==> config.mk <==
export PLATFORM = sky130hd
export DESIGN_NAME = rvvi_depacketizer
export DESIGN_NICKNAME = d
export VERILOG_FILES = /design/src/rtl/rvvi_depacketizer.sv
export SDC_FILE = /design/constraint.sdc
export NUM_CORES = 2
export LEC_CHECK = 0
export BUFFER_PORTS_ARGS = -buffer_cell sky130_fd_sc_hd__clkbuf_2
export CORE_MARGIN = 10
export CORE_UTILIZATION = 55
export CTS_CLUSTER_DIAMETER = 40
export DETAILED_ROUTE_END_ITERATION = 8
export GPL_TIMING_DRIVEN = 0
export PLACE_DENSITY = 0.81
export SYNTH_ARGS = -nofsm -noshare
export SYNTH_HDL_FRONTEND = slang
export SYNTH_SLANG_ARGS = --single-unit
==> constraint.sdc <==
create_clock -name m_axi_aclk -period 3.9 [get_ports m_axi_aclk]
set_input_delay 0.39 -clock m_axi_aclk [delete_from_list [all_inputs] [get_ports m_axi_aclk]]
set_output_delay 0.39 -clock m_axi_aclk [all_outputs]
set_load 0.01 [all_outputs]
==> src/rtl/rvvi_depacketizer.sv <==
// rvvi_depacketizer: receive side of the RVVI-over-Ethernet trace link.
// Collects a word-burst frame into a buffer, checks DstMac/EthType, and
// hands one reassembled RVVI record per good frame to the consumer.
// Optional macro RVVI_DEPKT_ERR_CNT_EN adds saturating drop counters
// (ErrHdrCount, ErrShortCount, ErrLongCount).
module rvvi_depacketizer #(
    parameter int          PAYLOAD_BITS = 632,
    parameter logic [47:0] LOCAL_MAC    = 48'h8F54_0000_1654,
    parameter logic [15:0] ETH_TYPE     = 16'h005C
) (
    input  logic                    m_axi_aclk,
    input  logic                    m_axi_aresetn,
    input  logic [31:0]             RvviAxiRdata,
    input  logic                    RvviAxiRvalid,
    input  logic                    RvviAxiRlast,
    output logic                    RvviAxiRready,
    output logic [PAYLOAD_BITS-1:0] Rvvi,
    output logic                    RvviValid,
    input  logic                    RvviReady,
    output logic [31:0]             FrameCount,
`ifdef RVVI_DEPKT_ERR_CNT_EN
    output logic [15:0]             ErrHdrCount,
    output logic [15:0]             ErrShortCount,
    output logic [15:0]             ErrLongCount,
`endif
    output logic [47:0]             SrcMacLast
);

    localparam int FRAME_WORDS = (112 + PAYLOAD_BITS + 31) / 32;
    localparam int BUF_BITS    = FRAME_WORDS * 32;
    localparam logic [9:0] LAST_IDX = 10'(FRAME_WORDS - 1);

    localparam logic [1:0] S_RECV = 2'd0;
    localparam logic [1:0] S_DROP = 2'd1;
    localparam logic [1:0] S_HOLD = 2'd2;

    if (FRAME_WORDS > 1023) begin : g_bad_cfg
        $error("FRAME_WORDS exceeds 10-bit word counter");
    end

    logic [1:0]              state_q, state_d;
    logic [9:0]              wcnt_q, wcnt_d;
    logic                    bad_q, bad_d;
    logic [BUF_BITS-1:0]     buf_q, buf_d;
    logic [PAYLOAD_BITS-1:0] rvvi_q, rvvi_d;
    logic [31:0]             fcnt_q, fcnt_d;
    logic [47:0]             smac_q, smac_d;
    logic                    beat, at_end, hdr_err;
    logic                    ev_hdr, ev_short, ev_long;

    // Ready is forced low while reset is held so nothing is accepted then.
    assign RvviAxiRready = m_axi_aresetn & ((state_q == S_RECV) | (state_q == S_DROP));
    assign beat          = RvviAxiRvalid & RvviAxiRready;
    assign at_end        = (wcnt_q == LAST_IDX);
    assign RvviValid     = (state_q == S_HOLD);
    assign Rvvi          = rvvi_q;
    assign FrameCount    = fcnt_q;
    assign SrcMacLast    = smac_q;

    // Header word check for the word currently on the bus.
    always_comb begin
        hdr_err = 1'b0;
        case (wcnt_q)
            10'd1:   hdr_err = (RvviAxiRdata[31:16] != LOCAL_MAC[15:0]);
            10'd2:   hdr_err = (RvviAxiRdata != LOCAL_MAC[47:16]);
            10'd3:   hdr_err = (RvviAxiRdata[15:0] != ETH_TYPE);
            default: hdr_err = 1'b0;
        endcase
    end

    // Frame FSM; buf_d includes the word of this beat so the last word is
    // visible when the record is latched on the final beat.
    always_comb begin
        state_d  = state_q;
        wcnt_d   = wcnt_q;
        bad_d    = bad_q;
        buf_d    = buf_q;
        rvvi_d   = rvvi_q;
        fcnt_d   = fcnt_q;
        smac_d   = smac_q;
        ev_hdr   = 1'b0;
        ev_short = 1'b0;
        ev_long  = 1'b0;
        case (state_q)
            S_RECV: begin
                if (beat) begin
                    buf_d[{wcnt_q, 5'd0} +: 32] = RvviAxiRdata;
                    wcnt_d = wcnt_q + 10'd1;
                    bad_d  = bad_q | hdr_err;
                    if (at_end) begin
                        wcnt_d = '0;
                        bad_d  = 1'b0;
                        if (!RvviAxiRlast) begin
                            // Long frame: bad header is not counted separately.
                            state_d = S_DROP;
                            ev_long = 1'b1;
                        end else if (bad_q | hdr_err) begin
                            ev_hdr = 1'b1;
                        end else begin
                            state_d = S_HOLD;
                            rvvi_d  = buf_d[112 +: PAYLOAD_BITS];
                            smac_d  = buf_d[47:0];
                            fcnt_d  = fcnt_q + 32'd1;
                        end
                    end else if (RvviAxiRlast) begin
                        wcnt_d   = '0;
                        bad_d    = 1'b0;
                        ev_short = 1'b1;
                    end
                end
            end
            S_DROP: begin
                if (beat && RvviAxiRlast) begin
                    state_d = S_RECV;
                    wcnt_d  = '0;
                    bad_d   = 1'b0;
                end
            end
            S_HOLD: begin
                if (RvviReady) begin
                    state_d = S_RECV;
                    wcnt_d  = '0;
                end
            end
            default: state_d = S_RECV;
        endcase
    end

    // State and datapath registers.
    always_ff @(posedge m_axi_aclk or negedge m_axi_aresetn) begin
        if (!m_axi_aresetn) begin
            state_q <= S_RECV;
            wcnt_q  <= '0;
            bad_q   <= 1'b0;
            buf_q   <= '0;
            rvvi_q  <= '0;
            fcnt_q  <= '0;
            smac_q  <= '0;
        end else begin
            state_q <= state_d;
            wcnt_q  <= wcnt_d;
            bad_q   <= bad_d;
            buf_q   <= buf_d;
            rvvi_q  <= rvvi_d;
            fcnt_q  <= fcnt_d;
            smac_q  <= smac_d;
        end
    end

`ifdef RVVI_DEPKT_ERR_CNT_EN
    logic [15:0] err_hdr_q, err_short_q, err_long_q;

    assign ErrHdrCount   = err_hdr_q;
    assign ErrShortCount = err_short_q;
    assign ErrLongCount  = err_long_q;

    // Saturating drop counters.
    always_ff @(posedge m_axi_aclk or negedge m_axi_aresetn) begin
        if (!m_axi_aresetn) begin
            err_hdr_q   <= '0;
            err_short_q <= '0;
            err_long_q  <= '0;
        end else begin
            if (ev_hdr && err_hdr_q != 16'hFFFF)     err_hdr_q   <= err_hdr_q + 16'd1;
            if (ev_short && err_short_q != 16'hFFFF) err_short_q <= err_short_q + 16'd1;
            if (ev_long && err_long_q != 16'hFFFF)   err_long_q  <= err_long_q + 16'd1;
        end
    end
`else
    logic unused_ev;
    assign unused_ev = ev_hdr | ev_short | ev_long;
`endif

endmodule

==> impl_metrics.ini <==
[sta]
setup_tns_ns = 0
finalHoldViolCount = 0
max_freq_mhz = 264
fin_crit_ns = 3.79
fin_worst_skew_ns = 0.0343
max_slew_margin_pct = 3.42
period_share_pct = 97.2
setup_violations = 0
maxSlewViolCount = 0
worst_pin_slew_ns = 1.45

[synthesis]
syn_inst = 5159
synth_warnings = 0
synth_commonest_cells = dfrtp_1, nand2_1, mux2i_1
yosys-top-cells-area = dfrtp_1, mux2i_1, mux2_2, nand2_1, o21ai_1
synth_top_family_by_area = multiplexers
synth_seq_area_share_pct = 58.2
ys_types = 60
yosys.area_share.adder_pct = 0.166
synth_top_area_share_pct = 58.2
synth-simple-area-share_pct = 9.09
synth_seq_cells = 1405
synth_fp_nets = 5204
synth.most_common_cell = dfrtp_1
avgSynthCellArea_sq_um = 11.7
async_reset_ff_share_pct = 100
muxShareOfSynthArea_pct = 21.7
synth_compound_area_share_pct = 7.22
syn_area_sq_um = 60400
synth_flop_cell = dfrtp_1
synth_edf_count = 0
synth.largest_area_cell = dfrtp_1
synth_xor_area_share_pct = 0.505

[detailed_routing]
wl_per_cell_um = 27.8
drt_wl_total_um = 214000
ant_nets = 0
via_count = 46471
drt_iter0_markers = 4180
viasPerCell = 6.02
drc = 0
first_pass_iters = 6

[final_layout]
nets = 6207
area_growth_pct = 22.6
nFillCells = 7760
drive_above_1_share_pct = 31.6
final_area_sq_um = 74100

[critical_path]
endpoint_kind = flop
worstPathRequired_ns = 4.56
cp-start-kind = flop
reg2reg_depth = 11
crit_chain = clkbuf_2, inv_1, ha_1, inv_1, or3_1, o2111ai_4, buf_6, nor3_2, nand2_1, buf_4, mux2_2
critPathMaxStageDelay_ns = 0.55
cp.arrival_ns = 4.45
path_max_fanout = 10
slowest_stage = or3_1
cpMostUsedCell = inv_1
crit_type = reg2reg

[clock_tree]
tritoncts = built
cts_made_buffers = 170
clk_latency_ns = 0.78
clock_path_buffers = 3
clk_pin_slew_ns = 0.06
clkSinkCount = 1405
cts_root_buffer = clkbuf_16
cts.htree.levels = 4

[floorplan]
die_h_um = 351
coreArea_sq_um = 109000
initial_utilization_pct = 55.4
die_area_sq_um = 123000
ios = 751
row_count = 121
dieWidth_um = 351

[global_routing]
grt_max_degree = 118
grt_overflow = 0
grt.total_usage_pct = 34.1
grt_pass1_vias = 47215
grt_pass1_wl_um = 311000
antenna_found_initial = 12

[run]
drv_cap = 0

[min_path]
hold_class = in2reg
whs_path_depth = 3

[power_and_ir_drop]
power.leakage_uw = 0.0353
p_per_area_nw_per_um2 = 499
finalPower_uw = 36900
ir_drop_mv = 0.408

[placement]
io_buffers = 750
hpwl_um = 152000
gp_congestion = 0.906
dpl_cell_area_sq_um = 66300

[status]
status = finished clean
-- flip-flops by register name, summed over array words and instances, names as in the netlist --
register	count
buf_q	680
Rvvi	632
SrcMacLast	48
FrameCount	32
wcnt_q	10
state_q	2
bad_q	1
-- final timing paths --
check	end	startpoint	slack [ns]
setup / recovery	buf_q[712]	wcnt_q[0]	0.11
hold / removal	buf_q[21]	RvviAxiRdata[21]	0.06
setup reg to reg	buf_q[712]	wcnt_q[0]	0.11
hold reg to reg	buf_q[284]	buf_q[284]	0.48
max in group asynchronous	Rvvi[464]	m_axi_aresetn	1.01
min in group asynchronous	Rvvi[550]	m_axi_aresetn	0.39
-- stage by stage --
| step | setup slack [ns] | utilization, % | std cells | hold slack, ns |
|---|---|---|---|---|
| global route | -0.0401 | 67.9 | 7717 | 0.0481 |
| floorplan | 0.693 | - | 5159 | 0.0944 |
| finish | 0.108 | 68.0 | 7722 | 0.0562 |
| CTS | -0.245 | 67.8 | 7713 | 0.00274 |
| detailed placement | -1.12 | 60.8 | 7336 | 0.400 |
| global placement | -31.80 | 60.5 | 7323 | 0.461 |
-- logic make-up (layout without fill, tap and decap cells) --
family                     Yosys count  count (layout)
DFF                               1405            1405
muxes                             1234            1234
and+or+nand+nor                   1223            1224
AOI/OAI and AO/OA                  852             852
buffers and inverters              403            1545
xor gates and xnor gates            34              34
adders and majority gates            8               8
other                                0               6
-- power breakdown --
part	internal (uW)	switching (uW)	total, uW
logic	1410	3300	4710
registers	15300	430	15800
clock network	9940	6530	16500
total	26700	10300	36900
-- cell usage in the layout (no fill, tap or decap), types with 18 or more instances in the layout --
cell	instances
a21oi_1	37
and3_1	44
buf_12	18
buf_2	44
buf_4	110
bufinv_16	19
clkbuf_1	243
clkbuf_16	177
clkbuf_2	779
clkinv_2	24
dfrtp_1	1405
dlygate4sd3_1	19
mux2_1	27
mux2_2	558
mux2i_1	649
nand2_1	844
nand3_1	26
nand3_4	28
nor2_1	70
nor2_2	22
nor2_4	56
nor3_1	18
nor4_4	20
o21ai_0	238
o21ai_1	555
xor2_1	24
-- worst max-delay path: cells and delay by family (launching register included) --
kind	cells	cell delay [ns]
flops	1	0.43
buf+inv	5	1.15
compound gates	1	0.23
mux	1	0.36
simple gates	3	1.10
fa+ha+maj	1	0.39
-- routing by layer --
layer  share of wire, %  track usage, %  wire, um  vias up
li1                   -               -         -    19918
met1                 38            41.7     81400    23606
met2                 46            53.1     97700     2276
met3                9.2            9.60     19600      661
met4                7.2            21.3     15500       10
met5              0.087           0.785       187        -
-- timing repair --
action	4_1_cts	5_1_grt
cloned	1	0
setup buffers	41	6
gates resized for setup	202	71
hold buffers	23	0
pin swaps	25	5
setup endpoints to repair	1266	1209
endpoints found under the hold margin	77	0
-- layout make-up --
class | instances | area (sq um) | share of cell area [%]
Sequential cell | 1405 | 35200 | 47.5
Antenna cell | 6 | 15.0 | 0.0203
Clock inverter | 92 | 1170 | 1.58
Timing Repair Buffer | 833 | 5000 | 6.75
Clock buffer | 220 | 4740 | 6.40
Buffer | 393 | 1950 | 2.63
Inverter | 7 | 26.3 | 0.0355
Multi-Input combinational cell | 3352 | 24200 | 32.7
Tap cell | 1414 | 1770 | 2.39
(Power assumes the default switching activity.)
